`config.mk`:
```
export PLATFORM = sky130hd
export DESIGN_NAME = alu_reservation_station
export DESIGN_NICKNAME = d
export VERILOG_FILES = /design/src/rtl/cpu_types.sv /design/src/rtl/rs_age_select.sv /design/src/rtl/alu_reservation_station.sv
export SDC_FILE = /design/constraint.sdc
export NUM_CORES = 1
export LEC_CHECK = 0
export CAP_MARGIN = 20
export CELL_PAD_IN_SITES_DETAIL_PLACEMENT = 0
export CELL_PAD_IN_SITES_GLOBAL_PLACEMENT = 1
export CORE_ASPECT_RATIO = 0.9
export CORE_MARGIN = 4
export CORE_UTILIZATION = 35
export DETAILED_ROUTE_END_ITERATION = 10
export GPL_ROUTABILITY_DRIVEN = 0
export PLACE_DENSITY_LB_ADDON = 0.1
export SYNTH_ARGS = -nofsm -noshare
export SYNTH_HDL_FRONTEND = slang
export SYNTH_SLANG_ARGS = --single-unit
```
`constraint.sdc`:
```
create_clock -name CLK -period 9.77 [get_ports CLK]
set_clock_uncertainty 0.2 [all_clocks]
set_input_delay 2.931 -clock CLK [delete_from_list [all_inputs] [get_ports CLK]]
set_output_delay 2.931 -clock CLK [all_outputs]
set_load 0.01 [all_outputs]
```
`src/rtl/cpu_types.sv`:
```
// Shared CPU types: rename tags, CDB broadcast format, reservation-station entry.
// Latency: n/a (types and constants only).
// Backpressure: n/a.
package cpu_types;

  localparam int TAG_W    = 4;
  localparam int FUN_W    = 4;
  // Wide enough for the largest supported bank (8 entries).
  localparam int RS_AGE_W = 3;

  typedef logic [TAG_W-1:0] RS_tag_type;

  // Tag value meaning "no producer" / "CDB idle".
  localparam RS_tag_type INVALID = '0;

  typedef struct packed {
    RS_tag_type  tag;
    logic [31:0] data;
  } cdb_t;

  typedef struct packed {
    logic                busy;
    logic [FUN_W-1:0]    fun;
    logic [31:0]         vj;
    RS_tag_type          qj;
    logic [31:0]         vk;
    RS_tag_type          qk;
    logic [RS_AGE_W-1:0] age;
  } rs_entry_t;

endpackage

```
`src/rtl/rs_age_select.sv`:
```
// Oldest-ready picker: grants the ready entry with the highest age.
// Latency: purely combinational.
// Backpressure: none; the caller decides whether the grant is consumed.
module rs_age_select
  import cpu_types::*;
#(
  parameter int N  = 4,
  parameter int IW = 2
) (
  input  logic [N-1:0]                ready,
  input  logic [N-1:0][RS_AGE_W-1:0]  ages,
  output logic [N-1:0]                grant,
  output logic [IW-1:0]               idx,
  output logic                        vld
);

  logic [RS_AGE_W-1:0] best_age;

  // Linear scan keeping the oldest ready entry; ages are unique among busy entries.
  always_comb begin
    grant    = '0;
    idx      = '0;
    vld      = 1'b0;
    best_age = '0;
    for (int i = 0; i < N; i++) begin
      if (ready[i] && (!vld || ages[i] > best_age)) begin
        vld      = 1'b1;
        best_age = ages[i];
        idx      = IW'(i);
      end
    end
    grant[idx] = vld;
  end

endmodule

```
`src/rtl/alu_reservation_station.sv`:
```
// ALU reservation station bank: holds dispatched ops, snoops CDB, issues oldest ready op.
// Latency: ready-at-dispatch op issues next cycle; CDB wakeup at edge N issues in cycle N+1.
// Backpressure: DISP_READY low when full (upstream holds); ISSUE_* held stable until ISSUE_READY.
module alu_reservation_station
  import cpu_types::*;
#(
  parameter int NUM_ENTRIES = 4,
  parameter int TAG_BASE    = 1
) (
  input  logic             CLK,
  input  logic             RST,
  input  logic             FLUSH,
  input  logic             DISP_VALID,
  output logic             DISP_READY,
  output RS_tag_type       DISP_TAG,
  input  logic [FUN_W-1:0] DISP_FUN,
  input  logic [31:0]      DISP_VJ,
  input  RS_tag_type       DISP_QJ,
  input  logic [31:0]      DISP_VK,
  input  RS_tag_type       DISP_QK,
  input  cdb_t             CDB_IN,
  output logic             ISSUE_VALID,
  input  logic             ISSUE_READY,
  output logic [FUN_W-1:0] ISSUE_FUN,
  output logic [31:0]      ISSUE_A,
  output logic [31:0]      ISSUE_B,
  output RS_tag_type       ISSUE_TAG
);

  localparam int IW = (NUM_ENTRIES > 1) ? $clog2(NUM_ENTRIES) : 1;

  rs_entry_t entry_q [NUM_ENTRIES];
  rs_entry_t entry_d [NUM_ENTRIES];

  logic [NUM_ENTRIES-1:0]               busy;
  logic [NUM_ENTRIES-1:0]               ready;
  logic [NUM_ENTRIES-1:0]               grant;
  logic [NUM_ENTRIES-1:0]               alloc;
  logic [NUM_ENTRIES-1:0][RS_AGE_W-1:0] ages;
  logic [IW-1:0]                        free_idx;
  logic [IW-1:0]                        sel_idx;
  logic                                 sel_vld;
  logic [RS_AGE_W-1:0]                  sel_age;
  logic                                 disp_fire;
  logic                                 issue_fire;
  logic                                 cdb_vld;

  // Status vectors derived only from registered entry state.
  always_comb begin
    busy  = '0;
    ready = '0;
    ages  = '0;
    for (int i = 0; i < NUM_ENTRIES; i++) begin
      busy[i]  = entry_q[i].busy;
      ready[i] = entry_q[i].busy && (entry_q[i].qj == INVALID) && (entry_q[i].qk == INVALID);
      ages[i]  = entry_q[i].age;
    end
  end

  // Lowest-index free entry is the allocation target.
  always_comb begin
    free_idx = '0;
    alloc    = '0;
    for (int i = NUM_ENTRIES - 1; i >= 0; i--) begin
      if (!busy[i]) free_idx = IW'(i);
    end
    alloc[free_idx] = |(~busy);
  end

  rs_age_select #(
    .N  (NUM_ENTRIES),
    .IW (IW)
  ) u_select (
    .ready (ready),
    .ages  (ages),
    .grant (grant),
    .idx   (sel_idx),
    .vld   (sel_vld)
  );

  assign DISP_READY = |(~busy);
  assign DISP_TAG   = RS_tag_type'(TAG_BASE + int'(free_idx));
  assign sel_age    = entry_q[sel_idx].age;
  assign disp_fire  = DISP_VALID && DISP_READY && !FLUSH;
  assign issue_fire = sel_vld && ISSUE_READY && !FLUSH;
  assign cdb_vld    = (CDB_IN.tag != INVALID);

  // Issue port driven from the selected entry, zeroed when nothing is ready.
  always_comb begin
    ISSUE_VALID = sel_vld;
    ISSUE_FUN   = '0;
    ISSUE_A     = '0;
    ISSUE_B     = '0;
    ISSUE_TAG   = INVALID;
    if (sel_vld) begin
      ISSUE_FUN = entry_q[sel_idx].fun;
      ISSUE_A   = entry_q[sel_idx].vj;
      ISSUE_B   = entry_q[sel_idx].vk;
      ISSUE_TAG = RS_tag_type'(TAG_BASE + int'(sel_idx));
    end
  end

  // Per-entry next state: snoop, issue release, age update (issue before dispatch), allocation.
  always_comb begin
    for (int i = 0; i < NUM_ENTRIES; i++) begin
      entry_d[i] = entry_q[i];
      if (FLUSH) begin
        entry_d[i] = '0;
      end else if (entry_q[i].busy) begin
        if (cdb_vld && entry_q[i].qj == CDB_IN.tag) begin
          entry_d[i].vj = CDB_IN.data;
          entry_d[i].qj = INVALID;
        end
        if (cdb_vld && entry_q[i].qk == CDB_IN.tag) begin
          entry_d[i].vk = CDB_IN.data;
          entry_d[i].qk = INVALID;
        end
        if (issue_fire && grant[i]) begin
          entry_d[i].busy = 1'b0;
          entry_d[i].age  = '0;
        end else begin
          if (issue_fire && entry_q[i].age > sel_age) entry_d[i].age = entry_d[i].age - 1'b1;
          if (disp_fire) entry_d[i].age = entry_d[i].age + 1'b1;
        end
      end else if (disp_fire && alloc[i]) begin
        entry_d[i].busy = 1'b1;
        entry_d[i].fun  = DISP_FUN;
        entry_d[i].age  = '0;
        entry_d[i].vj   = DISP_VJ;
        entry_d[i].qj   = DISP_QJ;
        entry_d[i].vk   = DISP_VK;
        entry_d[i].qk   = DISP_QK;
        // Producer broadcasting in the dispatch cycle would otherwise be missed.
        if (DISP_QJ != INVALID && DISP_QJ == CDB_IN.tag) begin
          entry_d[i].vj = CDB_IN.data;
          entry_d[i].qj = INVALID;
        end
        if (DISP_QK != INVALID && DISP_QK == CDB_IN.tag) begin
          entry_d[i].vk = CDB_IN.data;
          entry_d[i].qk = INVALID;
        end
      end
    end
  end

  // Entry array register with synchronous reset.
  always_ff @(posedge CLK) begin
    for (int i = 0; i < NUM_ENTRIES; i++) begin
      if (RST) entry_q[i] <= '0;
      else     entry_q[i] <= entry_d[i];
    end
  end

endmodule

```
==> results_dict.tcl <==
set metrics [dict create \
    status "completed" \
    p_leak_nw 6.61 \
    end_kind "output port" \
    ys_types 70 \
    worst_pin_slew_ns 1.06 \
    layout_commonest_cell "dfxtp_1" \
    antenna_found_initial 1 \
    finalInstanceArea_mm2 0.0209 \
    grt_use_total_pct 27.7 \
    clk_path_buf_depth 3 \
    place_hpwl_um 45500 \
    drv_cap 0 \
    start_util_pct 35.4 \
    largest_reg_flops 320 \
    cp.required_ns 6.64 \
    row_count 76 \
    synth_warnings 0 \
    dr_total_vias 17900 \
    finalHoldViolations 0 \
    synthArstFlopShare_pct 0 \
    fmax_mhz 106 \
    clock_sinks 320 \
    min_period_over_period_pct 96.7 \
    drtPass1Iterations 7 \
    path_clk_slew_ns 0.06 \
    insertion_delay_ns 0.57 \
    critPathArrivalTime_ns 6.32 \
    hold_path.class "reg -> reg" \
    synth-seq-cells 320 \
    worstSetupStartpointType "flop" \
    cp_slowest_cell "clkdlybuf4s50_1" \
    crit_type "reg -> out" \
    cts_buffers 37 \
    path_max_fanout 26 \
    drcViolationCount 0 \
    tritoncts "built" \
    finalSetupViolCount 0 \
    dpl-instance-area_mm2 0.0194 \
    htreeDepth 2 \
    wl_met3_um 5500 \
    drt_iter0_markers 1492 \
    power_density_mw_per_mm2 141 \
    die_w_um 240 \
    grt_max_degree 175 \
    synth_cells 2152 \
    worst_ir_drop_vdd_mv 0.113 \
    final_net_count 2372 \
    cp_cell_sequence "nor3_2 > and4_4 > nand2_1 > ha_1 > nand3_1 > o21ai_0 > o21ai_2 > nand2_2 > a31oi_2 > ha_1 > a211oi_2 > o22ai_2 > nand2_2 > nand2_1 > o21ai_1 > ha_1 > a211o_4 > a32oi_4 > o32ai_2 > inv_2 > buf_12 > o221ai_1 > o21ai_0 > clkdlybuf4s50_1" \
    fillCellCount 4832 \
    grt_pass1_vias 17600 \
    maxUsedRoutingLayer "met5" \
    wl_met2_um 34100 \
    max_stage_delay_ns 0.63 \
    ys.flop_type "dfxtp_1" \
    final_cell_mix "dfxtp_1, nand2_1, a21oi_1" \
    cp_top_family "compound AO/OA/AOI/OAI gates" \
    reg_top3 "entry_q: 320 flops" \
    avgSynthCellArea_um2 7.88 \
    synth-edff-count 0 \
    ios 195 \
    ys_seq_area_share_pct 37.8 \
    cp_num_buf_inv 3 \
    fin_util_pct 43.6 \
    netlist_area_mm2 0.0170 \
    cts_root_buf "clkbuf_16" \
    portBuffers 192 \
    grt_overflow 0 \
    cpMostUsedCell "ha_1" \
    area_growth_pct 23.3 \
    coreArea_mm2 0.0479 \
    slew_headroom_pct 29.5 \
    vias_per_cell 6.23 \
    die_height_um 217 \
    routed_wl_um 75100 \
    ant_nets 0 \
    grt_pass1_wl_um 112000 \
    registers.top_by_ff_count "entry_q" \
    final_max_slew_viol_count 0 \
    cts_hold_buffers 0 \
    min_period_ns 9.45 \
    die_area_mm2 0.0521 \
    drive_above_1_share_pct 11.1 \
    wl_per_cell_um 26.1 \
    drt-met1-wl_um 33400 \
]
-- kinds of logic (layout without fill, tap and decap cells) --
group                      after synthesis  in the layout  synth area share, %
AOI/OAI and AO/OA                      811            811                 31.9
xor gates and xnor gates                46             46                 2.37
adders and majority gates               29             29                 2.12
buffers and inverters                  250            347                 5.66
DFF                                    320            320                 37.8
muxes                                   73             73                 4.73
other                                    1              3               0.0221
and+or+nand+nor                        622            623                 15.5
-- worst paths after layout --
| kind | from | end | slack, ns | cells after the start |
|---|---|---|---|---|
| setup / recovery | entry_q[0][4] | ISSUE_B[29] | 0.32 | 24 |
| hold / removal | entry_q[2][77] | entry_q[2][77] | 0.25 | 2 |
| setup reg to reg | entry_q[0][4] | entry_q[0][2] | 2.06 | 32 |
| hold reg to reg | entry_q[2][77] | entry_q[2][77] | 0.25 | 2 |
-- power by group --
group / switching [mW] / leakage [nW] / internal (mW) / total [mW]
logic: 0.160 / 3.45 / 0.0959 / 0.256
clock network: 0.591 / 0.582 / 0.791 / 1.38
registers: 0.00506 / 2.58 / 1.31 / 1.32
total: 0.756 / 6.61 / 2.20 / 2.96
-- repair_timing --
| action | 4_1_cts | 5_1_grt |
|---|---|---|
| setup buffers | 5 | 7 |
| gates cloned | 2 | 1 |
| setup endpoints to repair | 68 | 69 |
| pin swaps | 2 | 5 |
| gates resized for setup | 14 | 29 |
-- layout make-up --
class	instances	area, um2	share of cell area, %
multi-input cells	1584	9890	47.3
flip-flops and latches	320	6410	30.6
repair buffers	262	2590	12.4
clock buffers	52	1070	5.13
well taps	624	781	3.73
clock inverters	11	91.3	0.437
inverters	22	82.6	0.395
diodes	1	2.50	0.0120
-- metrics by stage --
stage / instances / hold slack, ns / worst slack [ns] / TNS (ns) / total power [mW]
2_1_floorplan: 2153 / 0.236 / 1.28 / 0 / 1.48
3_3_place_gp: 2797 / 0.242 / 0.130 / 0 / 1.59
3_5_place_dp: 2797 / 0.248 / 0.0730 / 0 / 1.59
4_1_cts: 2867 / 0.256 / 0.0163 / 0 / 2.98
5_1_grt: 2875 / 0.273 / -0.0107 / -0.0158 / 3.04
6_report: 2876 / 0.255 / 0.324 / 0 / 2.96
-- synth_stat cells (all sizes together) (2+ instances only) --
cell | n | area share [%]
nand3 | 15 | 0.47
o22ai | 71 | 2.6
a311oi | 2 | 0.10
clkbuf | 206 | 4.6
and2 | 4 | 0.15
a211o | 2 | 0.10
nor4 | 8 | 0.38
mux2i | 16 | 0.94
nor2 | 212 | 4.7
ha | 28 | 2.1
o21ai | 125 | 3.7
a221oi | 63 | 3.3
xor2 | 11 | 0.57
and4 | 3 | 0.15
nor2b | 5 | 0.18
o221a | 7 | 0.46
nand2 | 293 | 6.5
or3 | 2 | 0.074
or2 | 5 | 0.18
a21boi | 3 | 0.13
or4 | 8 | 0.38
nand4 | 13 | 0.48
o21a | 5 | 0.22
a32oi | 27 | 1.4
o221ai | 70 | 3.6
o2bb2ai | 2 | 0.14
o211ai | 4 | 0.18
a21oi | 210 | 6.2
a31oi | 32 | 1.2
a211oi | 7 | 0.34
mux2 | 57 | 3.8
nand2b | 2 | 0.074
a22oi | 161 | 7.1
xnor2 | 35 | 1.8
a21o | 3 | 0.13
buf | 22 | 0.61
and3 | 6 | 0.25
inv | 22 | 0.49
o31ai | 6 | 0.27
dfxtp | 320 | 38
o311ai | 2 | 0.10
nor3 | 42 | 1.2
-- tightest hold or removal path, delay by kind of cell (launching register included) --
kind	cells	cell delay (ns)
AND/OR/NAND/NOR	1	0.05
flip-flops	1	0.31
AO/OA/AOI/OAI	1	0.05
-- metal layers --
| metal | up-vias | GRT usage (%) |
|---|---|---|
| met3 | 132 | 5.13 |
| met1 | 8839 | 38.1 |
| met5 | - | 0 |
| met4 | 2 | 8.79 |
| met2 | 806 | 44.2 |
| li1 | 8148 | - |
Power figures use the tool's default switching activity.
